`config.mk`:
```
export PLATFORM = sky130hd
export DESIGN_NAME = clk_div_gen
export DESIGN_NICKNAME = d
export VERILOG_FILES = /design/src/rtl/clk_div_gen_pkg.sv /design/src/rtl/clk_div_ch.sv /design/src/rtl/clk_div_gen.sv
export SDC_FILE = /design/constraint.sdc
export NUM_CORES = 1
export LEC_CHECK = 0
export ABC_AREA = 1
export CORE_ASPECT_RATIO = 0.9
export CORE_MARGIN = 2
export CORE_UTILIZATION = 59
export CTS_CLUSTER_DIAMETER = 200
export DETAILED_ROUTE_END_ITERATION = 8
export PLACE_DENSITY = 0.78
export SYNTH_ARGS = -nofsm -noshare
export SYNTH_HDL_FRONTEND = slang
export SYNTH_SLANG_ARGS = --single-unit
```
`constraint.sdc`:
```
create_clock -name clk -period 6.1 [get_ports clk]
set_input_delay 1.83 -clock clk [delete_from_list [all_inputs] [get_ports clk]]
set_output_delay 1.83 -clock clk [all_outputs]
set_load 0.05 [all_outputs]
```
`src/rtl/clk_div_gen_pkg.sv`:
```
// Shared types and helpers for the clk_div_gen clock generator.
// The CPU source mode encoding lives here so the top and the bench agree on it.
package clk_div_gen_pkg;

  typedef enum logic [1:0] {
    MODE_FAST = 2'd0,
    MODE_SLOW = 2'd1,
    MODE_CH   = 2'd2,
    MODE_STEP = 2'd3
  } mode_e;

  // Mask of the low 'tap' bits of the free-running counter; tap=0 gives 0 (tick every cycle).
  function automatic logic [63:0] tap_mask(input int tap);
    tap_mask = (64'd1 << tap) - 64'd1;
  endfunction

endpackage

```
`src/rtl/clk_div_ch.sv`:
```
// One runtime-programmable divider channel: divisor register, counter, tick and 50% square wave.
// A write reloads the divisor and restarts the count, taking priority over a coinciding tick.
module clk_div_ch #(
  parameter int               DIV_W   = 16,
  parameter logic [DIV_W-1:0] DIV_RST = 16'd49
) (
  input  logic             clk,
  input  logic             rst_n,
  input  logic             wr_en,
  input  logic [DIV_W-1:0] wr_div,
  output logic             tick,
  output logic             ch_clk
);

  logic [DIV_W-1:0] div_q, div_d;
  logic [DIV_W-1:0] cnt_q, cnt_d;
  logic             ch_clk_q, ch_clk_d;

  assign tick   = (cnt_q == div_q);
  assign ch_clk = ch_clk_q;

  always_comb begin
    // NOTE: every signal written here gets a default first, so no latch is inferred.
    div_d    = div_q;
    cnt_d    = cnt_q + 1'b1;
    ch_clk_d = ch_clk_q;
    if (wr_en) begin
      div_d = wr_div;
      cnt_d = '0;
    end else if (tick) begin
      cnt_d    = '0;
      ch_clk_d = ~ch_clk_q;
    end
  end

  always_ff @(posedge clk or negedge rst_n) begin
    if (!rst_n) begin
      // NOTE: the divisor register is reset to DIV_RST rather than left unreset, so each
      // channel runs at a known rate straight out of reset.
      div_q    <= DIV_RST;
      cnt_q    <= '0;
      ch_clk_q <= 1'b0;
    end else begin
      // NOTE: sequential state uses non-blocking assignments so all flops sample pre-edge values.
      div_q    <= div_d;
      cnt_q    <= cnt_d;
      ch_clk_q <= ch_clk_d;
    end
  end

endmodule

```
`src/rtl/clk_div_gen.sv`:
```
// Free-running divider, NUM_CH programmable channels and a glitch-free CPU clock selector.
// Optional single-step source in mode 3 is built only when CLK_DIV_GEN_STEP_EN is defined.
module clk_div_gen
  import clk_div_gen_pkg::*;
#(
  parameter int               CNT_W    = 32,
  parameter int               NUM_CH   = 4,
  parameter int               DIV_W    = 16,
  parameter logic [DIV_W-1:0] DIV_RST  = 16'd49,
  parameter int               FAST_TAP = 1,
  parameter int               SLOW_TAP = 24,
  localparam int              CH_W     = (NUM_CH > 1) ? $clog2(NUM_CH) : 1
) (
  input  logic              clk,
  input  logic              rst_n,
  input  logic [1:0]        mode,
  input  logic [CH_W-1:0]   cpu_ch,
  input  logic              step,
  input  logic              wr_en,
  input  logic [CH_W-1:0]   wr_ch,
  input  logic [DIV_W-1:0]  wr_div,
  output logic [CNT_W-1:0]  clkdiv,
  output logic [NUM_CH-1:0] ch_tick,
  output logic [NUM_CH-1:0] ch_clk,
  output logic              cpu_clk,
  output logic              cpu_ce
);

  localparam logic [CNT_W-1:0] FAST_MASK = CNT_W'(tap_mask(FAST_TAP));
  localparam logic [CNT_W-1:0] SLOW_MASK = CNT_W'(tap_mask(SLOW_TAP));

  logic [CNT_W-1:0] clkdiv_q, clkdiv_d;
  mode_e            mode_q, mode_d;
  logic [CH_W-1:0]  cpu_ch_q, cpu_ch_d;
  logic             cpu_clk_q, cpu_clk_d;
  logic             cpu_ce_q, cpu_ce_d;
  logic             fast_tick, slow_tick, chan_tick, step_tick, src_tick;

  for (genvar i = 0; i < NUM_CH; i++) begin : g_ch
    clk_div_ch #(
      .DIV_W  (DIV_W),
      .DIV_RST(DIV_RST)
    ) u_ch (
      .clk   (clk),
      .rst_n (rst_n),
      .wr_en (wr_en && (wr_ch == CH_W'(i))),
      .wr_div(wr_div),
      .tick  (ch_tick[i]),
      .ch_clk(ch_clk[i])
    );
  end

  assign fast_tick = ((clkdiv_q & FAST_MASK) == FAST_MASK);
  assign slow_tick = ((clkdiv_q & SLOW_MASK) == SLOW_MASK);
  assign chan_tick = (int'(cpu_ch_q) < NUM_CH) ? ch_tick[cpu_ch_q] : 1'b0;

`ifdef CLK_DIV_GEN_STEP_EN
  logic [2:0] step_sh_q, step_sh_d;
  logic       step_rise;

  always_comb step_sh_d = {step_sh_q[1:0], step};

  always_ff @(posedge clk or negedge rst_n) begin
    if (!rst_n) step_sh_q <= '0;
    else        step_sh_q <= step_sh_d;
  end

  // Rising edges seen while cpu_clk is high are absorbed by the forced falling tick.
  assign step_rise = step_sh_q[1] & ~step_sh_q[2];
  assign step_tick = cpu_clk_q | step_rise;
`else
  logic unused_step;
  assign unused_step = step;
  assign step_tick   = fast_tick;
`endif

  always_comb begin
    src_tick = fast_tick;
    case (mode_q)
      MODE_SLOW: src_tick = slow_tick;
      MODE_CH:   src_tick = chan_tick;
      MODE_STEP: src_tick = step_tick;
      default:   src_tick = fast_tick;
    endcase

    clkdiv_d  = clkdiv_q + 1'b1;
    cpu_clk_d = cpu_clk_q ^ src_tick;
    cpu_ce_d  = src_tick & ~cpu_clk_q;

    // Source selection only moves on a falling toggle, so no phase is ever cut short.
    mode_d   = mode_q;
    cpu_ch_d = cpu_ch_q;
    if (src_tick && cpu_clk_q) begin
      mode_d   = mode_e'(mode);
      cpu_ch_d = cpu_ch;
    end
  end

  always_ff @(posedge clk or negedge rst_n) begin
    if (!rst_n) begin
      clkdiv_q  <= '0;
      mode_q    <= MODE_FAST;
      cpu_ch_q  <= '0;
      cpu_clk_q <= 1'b0;
      cpu_ce_q  <= 1'b0;
    end else begin
      clkdiv_q  <= clkdiv_d;
      mode_q    <= mode_d;
      cpu_ch_q  <= cpu_ch_d;
      cpu_clk_q <= cpu_clk_d;
      cpu_ce_q  <= cpu_ce_d;
    end
  end

  assign clkdiv  = clkdiv_q;
  assign cpu_clk = cpu_clk_q;
  assign cpu_ce  = cpu_ce_q;

endmodule

```
==> results of run 1 <==
-- metrics by stage --
step / power [mW] / worst slack, ns / instance area (um^2)
after CTS: 3.14 / 1.73 / 9970
after detailed placement: 1.99 / 2.08 / 9350
final: 3.12 / 1.73 / 9970
after floorplan: 1.82 / 3.09 / 8520
after global routing: 3.30 / 1.57 / 9970
after global placement: 1.96 / 2.10 / 9350
-- metal layers --
metal | global-route usage (%) | wire [um] | up-vias
met1 | 37.8 | 8860 | 3174
met4 | 8.18 | 304 | 0
met2 | 41.1 | 8720 | 138
met3 | 5.32 | 811 | 28
met5 | 0 | 0 | -
li1 | - | - | 3357
-- Yosys cell counts, drive strengths merged --
cell type  count  share of area (%)
nor4           7               0.59
nand3         23                1.5
a211oi        13                1.2
nand3b         1               0.23
a21oi         17                1.0
dfstp         12                3.7
clkbuf        11               0.48
buf           14                1.1
and3           1              0.073
inv          146                6.4
nor2         120                5.9
nor3b          5               0.50
xor2          63                6.5
nor3          40                3.2
ha             9                1.3
nand4          4               0.29
dfrtp        158                 46
or2            1              0.073
xnor2         13                1.3
nand2        323                 14
o21ai         65                3.8
-- state kept, by name (all words and copies together) (netlist names) --
register	flops
g_ch.u_ch.cnt_q	64
g_ch.u_ch.div_q	64
clkdiv	32
g_ch.u_ch.ch_clk	4
cpu_ch_q	2
mode_q	2
cpu_ce	1
cpu_clk	1
-- area by class of cell --
cell class | instances | area (um^2)
flip-flops and latches | 170 | 4270
fillers | 1122 | 4080
multi-input cells | 705 | 3580
repair buffers | 71 | 712
inverters | 146 | 548
clock buffers | 21 | 450
well taps | 193 | 241
clock inverters | 11 | 170
-- worst register-to-register path, cell delays in order (launching register included) --
cell      delay, ns
dfrtp_1        0.43
ha_1           0.24
nand3_2        0.15
nor2_4         0.18
nand2_4        0.10
nor2_8         0.14
nand3b_4       0.11
nor3_2         0.18
nand2_1        0.07
nand2_1        0.06
inv_1          0.03
a21oi_1        0.21
ha_1           0.35
o21ai_0        0.15
-- worst max-delay path by stage --
stage | startpoint | to | depth (start not counted)
floorplan | g_ch[0].u_ch.div_q[4]$_DFFE_PN1P_ | ch_tick[0] | 9
global placement | wr_ch[1] | g_ch[2].u_ch.cnt_q[15]$_DFF_PN0_ | 6
detailed placement | wr_ch[1] | g_ch[2].u_ch.cnt_q[15]$_DFF_PN0_ | 6
CTS | g_ch[3].u_ch.div_q[0]$_DFFE_PN1P_ | ch_tick[3] | 9
global route | g_ch[3].u_ch.div_q[0]$_DFFE_PN1P_ | ch_tick[3] | 9
finish | g_ch[3].u_ch.div_q[0]$_DFFE_PN1P_ | ch_tick[3] | 9
-- power by group through the flow --
stage	clock, mW	combinational (mW)	sequential (mW)
floorplan	0	0.403	1.41
global placement	0	0.542	1.42
detailed placement	0	0.564	1.43
CTS	1.16	0.571	1.41
global route	1.21	0.659	1.43
finish	1.15	0.565	1.41
-- kinds of logic after synthesis --
group / Yosys count / share of synthesized area, %
AOI/OAI and AO/OA: 95 / 6.02
xor gates and xnor gates: 76 / 7.81
adders and majority gates: 9 / 1.32
buffers and inverters: 171 / 8.03
DFF: 170 / 50.1
and+or+nand+nor: 525 / 26.7
==> flow_summary_export.csv, run 1 <==
group,metric,value,unit
hold_path,whs_path_depth,1,
clocking,cts_root_buffer,"clkbuf_16",
critical_path,r2r-start,"clkdiv[0]$_DFF_PN0_",
clocking,clockBufferDepth,2,
timing,setup_tns,0,ns
synth,ys_warn_count,0,
floorplanning,die_w,131,um
grt,antenna_found_initial,0,
synth,netlist_area,8520,um^2
power,ir_drop,242,uV
routing,routed_wl,18700,um
routing,dr.pass1.iters,5,
synth,syn_area_per_cell,8.14,um^2
hold_path,hold_end,"g_ch[0].u_ch.ch_clk$_DFFE_PN0P_",
critical_path,cp-end-kind,"primary output",
critical_path,cpLargestDelayFamily,"buffers and inverters",
floorplanning,initial_utilization,60.6,%
floorplanning,core,14100,um^2
timing,worstMarginPinSlew,1.01,ns
routing,vias,6697,
timing,rsz0062_at_grt,"no",
cells_and_area,layout.nets,1146,
flow_run,drv_cap,0,
hold_path,min-delay-start,"g_ch[0].u_ch.ch_clk$_DFFE_PN0P_",
power,p_leak,4.93,nW
power,power_frac_clock,36.7,%
timing,finalCritPeriodShare,71.6,%
cells_and_area,syn_to_final_growth,17.1,%
critical_path,crit_path_frequent_cell,"nand2_1",
critical_path,cp_data_required_time,4.27,ns
clocking,clk_pin_slew,0.07,ns
hold_path,hold_path_class,"reg2reg",
clocking,holdBufCountCts,0,
routing,drtIter0Drc,500,
placement,portBuffers,66,
placement,placed_cells,1285,
floorplanning,die_h,118,um
timing,max_freq,229,MHz
placement,routabilityCongestion,0.877,
power,power_switching,0.914,mW
cells_and_area,final_common_cell,"nand2_1",
clocking,cts_tree,"yes",
timing,max_slew_margin,32.4,%
clocking,worstSkewPairLatency,0.44,ns
timing,setup_viol,0,
grt,grtUsageTotal,26.5,%
critical_path,rr_worst_depth,13,
critical_path,path_cells,"inv_1 -> nand2_1 -> nand2_1 -> nor2_1 -> nand2_1 -> nor2_1 -> nand2_1 -> inv_1 -> clkdlybuf4s50_1",
timing,slew_viol_final,0,
floorplanning,rows,41,
timing,holdWs,0.466,ns
routing,ant_nets,0,
critical_path,slowest_stage,"clkdlybuf4s50_1",
floorplanning,boundaryPins,68,
power,p_comb_share,18.1,%
power,power_density,313,nW/um^2
floorplanning,die_area,15400,um^2
synth,yosysSeqAreaShare,50.1,%
routing,route.detailed.drc,0,
power,p_int,2.21,mW
grt,grt_pass1_wl,31700,um
cells_and_area,final_cells,1317,
clocking,postCtsSetupBuffers,0,
critical_path,crit_fanout,4,
clocking,cts_sinks,170,
synth,syn_nets,1081,
routing,routedWlPerCell,14.2,um
clocking,cts_buffers,17,
critical_path,cp.buffers_inverters,3,
cells_and_area,layout-drive-gt1-share,7.30,%
critical_path,worst_setup_path_start_kind,"flip-flop",
timing,finalHoldViolations,0,
clocking,htreeDepth,4,
timing,period_minus_slack,4.37,ns
grt,grt_max_degree,113,
power,swShare,29.3,%
placement,dpl.hpwl,13000,um
critical_path,r2r_slack,3.57,ns
cells_and_area,final_cell_mix,"321 x nand2_1, 158 x dfrtp_1, 144 x inv_1",
critical_path,crit_type,"reg2out",
synth,ys_types,33,
routing,viasPerCell,5.09,
critical_path,arrival,2.54,ns
grt,grt_overflow,0,
outcome,status,"finished clean",
critical_path,r2r_end,"cpu_ch_q[1]$_DFFE_PN0P_",
synth,ys_ff_latch,170,
clocking,cts_resized,0,
cells_and_area,post-route-util,70.9,%
grt,grt_pass1_vias,6461,
power,seq_power_share,45.2,%
cells_and_area,n_antenna_cell,0,
timing,skew,0.0105,ns
synth,synthCells,1046,
critical_path,critical-path-max-stage-delay,0.80,ns
(Power assumes the default switching activity.)
==> run 2: changes to the inputs <==
CORE_UTILIZATION = 53   (was 59)
PLACE_DENSITY = 0.74   (was 0.78)
clock period = 3.8 ns   (was 6.1 ns; I/O delays follow)
==> flow_summary_export.csv, run 2 (synthesized netlist as in run 1, its figures left out) <==
group,metric,value,unit
critical_path,slowest_stage,"clkdlybuf4s50_1",
timing,max_freq,275,MHz
critical_path,r2r_end,"cpu_ch_q[1]$_DFFE_PN0P_",
power,power.total,4.98,mW
grt,grt_overflow,0,
routing,ant_nets,0,
grt,grt_pass1_wl,32300,um
hold_path,min-delay-start,"g_ch[0].u_ch.ch_clk$_DFFE_PN0P_",
cells_and_area,syn_to_final_growth,17.6,%
floorplanning,core,15500,um^2
timing,setup_tns,0,ns
cells_and_area,final_cell_mix,"321 x nand2_1, 158 x dfrtp_1, 144 x inv_1",
floorplanning,die_area,17100,um^2
timing,period_minus_slack,3.63,ns
floorplanning,die_w,138,um
flow_run,drv_cap,0,
timing,rsz0062_at_grt,"no",
hold_path,hold_path_class,"reg2reg",
critical_path,crit_type,"reg2out",
clocking,clockBufferDepth,2,
critical_path,crit_path_frequent_cell,"nand2_1",
power,ir_drop,338,uV
power,power_density,497,nW/um^2
floorplanning,initial_utilization,54.8,%
grt,grt_max_degree,81,
timing,skew,0.0127,ns
cells_and_area,final_common_cell,"nand2_1",
critical_path,arrival,2.49,ns
critical_path,cp_data_required_time,2.66,ns
routing,dr.pass1.iters,5,
clocking,cts_root_buffer,"clkbuf_16",
clocking,cts_buffers,17,
clocking,cts_tree,"yes",
clocking,htreeDepth,4,
clocking,cts_resized,0,
cells_and_area,post-route-util,64.4,%
grt,grtUsageTotal,24.2,%
routing,route.detailed.drc,0,
timing,setup_viol,0,
floorplanning,die_h,124,um
timing,max_slew_margin,49.8,%
timing,finalCritPeriodShare,95.6,%
cells_and_area,layout-drive-gt1-share,7.88,%
timing,holdWs,0.472,ns
cells_and_area,layout.nets,1151,
critical_path,rr_worst_depth,13,
placement,portBuffers,66,
cells_and_area,fillers,1302,
timing,slew_viol_final,0,
placement,routabilityCongestion,0.862,
clocking,clk_pin_slew,0.07,ns
clocking,postCtsSetupBuffers,0,
routing,routedWlPerCell,14.1,um
critical_path,critical-path-max-stage-delay,0.82,ns
critical_path,path_cells,"inv_1 -> nand2_1 -> nand2_1 -> nor2_1 -> nand2_1 -> nor2_1 -> nand2_1 -> inv_1 -> clkdlybuf4s50_1",
cells_and_area,n_antenna_cell,0,
critical_path,cp.buffers_inverters,3,
grt,grt_pass1_vias,6619,
routing,vias,6701,
critical_path,cp-end-kind,"primary output",
hold_path,whs_path_depth,1,
routing,drtIter0Drc,434,
routing,routed_wl,18800,um
clocking,holdBufCountCts,0,
floorplanning,rows,43,
outcome,status,"finished clean",
critical_path,crit_fanout,4,
clocking,worstSkewPairLatency,0.44,ns
floorplanning,boundaryPins,68,
timing,worstMarginPinSlew,0.753,ns
placement,dpl.hpwl,13200,um
critical_path,r2r_slack,1.26,ns
timing,finalHoldViolations,0,
clocking,cts_sinks,170,
critical_path,worst_setup_path_start_kind,"flip-flop",
routing,viasPerCell,5.03,
critical_path,cpLargestDelayFamily,"buffers and inverters",
hold_path,hold_end,"g_ch[0].u_ch.ch_clk$_DFFE_PN0P_",
power,p_leak,4.95,nW
grt,antenna_found_initial,0,
critical_path,r2r-start,"clkdiv[0]$_DFF_PN0_",
==> run 2: cell count changes in the layout (fill, tap and decap cells not counted), sizes merged <==
| cell | before | now |
|---|---|---|
| buf | 6 | 11 |
| inv | 147 | 151 |
| clkbuf | 21 | 18 |
| bufinv | 4 | 3 |
==> run 2: metal layers <==
layer / GRT usage [%] / vias to the layer above / wire, um
met5: 0 / - / 0
met4: 9.76 / 0 / 529
met3: 4.72 / 37 / 679
met2: 35.5 / 130 / 8390
met1: 35.1 / 3160 / 9170
li1: - / 3374 / -
==> run 2: worst max path at each step <==
stage                                                 start  cells past startpoint                      end  slack, ns
after global routing      g_ch[0].u_ch.div_q[4]$_DFFE_PN1P_                      9               ch_tick[0]       0.03
after CTS                 g_ch[0].u_ch.div_q[4]$_DFFE_PN1P_                      9               ch_tick[0]       0.17
after detailed placement  g_ch[0].u_ch.div_q[4]$_DFFE_PN1P_                      9               ch_tick[0]       0.65
final                     g_ch[0].u_ch.div_q[4]$_DFFE_PN1P_                      9               ch_tick[0]       0.17
after floorplan                         clkdiv[1]$_DFF_PN0_                     13  cpu_ch_q[0]$_DFFE_PN0P_       1.34
after global placement    g_ch[0].u_ch.div_q[4]$_DFFE_PN1P_                      9               ch_tick[0]       0.65
==> run 2: final cells by class <==
class / count / area (um^2) / area share [%]
sequential: 170 / 4270 / 42.6
multi-input combinational: 705 / 3580 / 35.8
timing repair buffer: 76 / 749 / 7.48
inverter: 146 / 548 / 5.47
clock buffer: 18 / 429 / 4.29
tap: 202 / 253 / 2.52
clock inverter: 14 / 185 / 1.85
==> run 2: power breakdown <==
| group | internal (mW) | switching (mW) | total [mW] | leakage (nW) |
|---|---|---|---|---|
| clock | 1.05 | 0.760 | 1.81 | 0.290 |
| sequential | 2.07 | 0.197 | 2.26 | 2.18 |
| combinational | 0.361 | 0.549 | 0.910 | 2.48 |
==> run 2: per-stage QoR <==
stage / worst slack (ns) / std cells / cell area [um^2]
after global placement: 0.647 / 1299 / 9400
after CTS: 0.170 / 1331 / 10000
after detailed placement: 0.652 / 1299 / 9400
after global routing: 0.0283 / 1331 / 10000
final: 0.167 / 1331 / 10000
after floorplan: 1.34 / 1046 / 8520
==> run 3: changes to the inputs <==
CTS_CLUSTER_DIAMETER = default   (was 200)
==> results of run 3 <==
No change in the layout: final DEF, timing and power equal those of run 2.
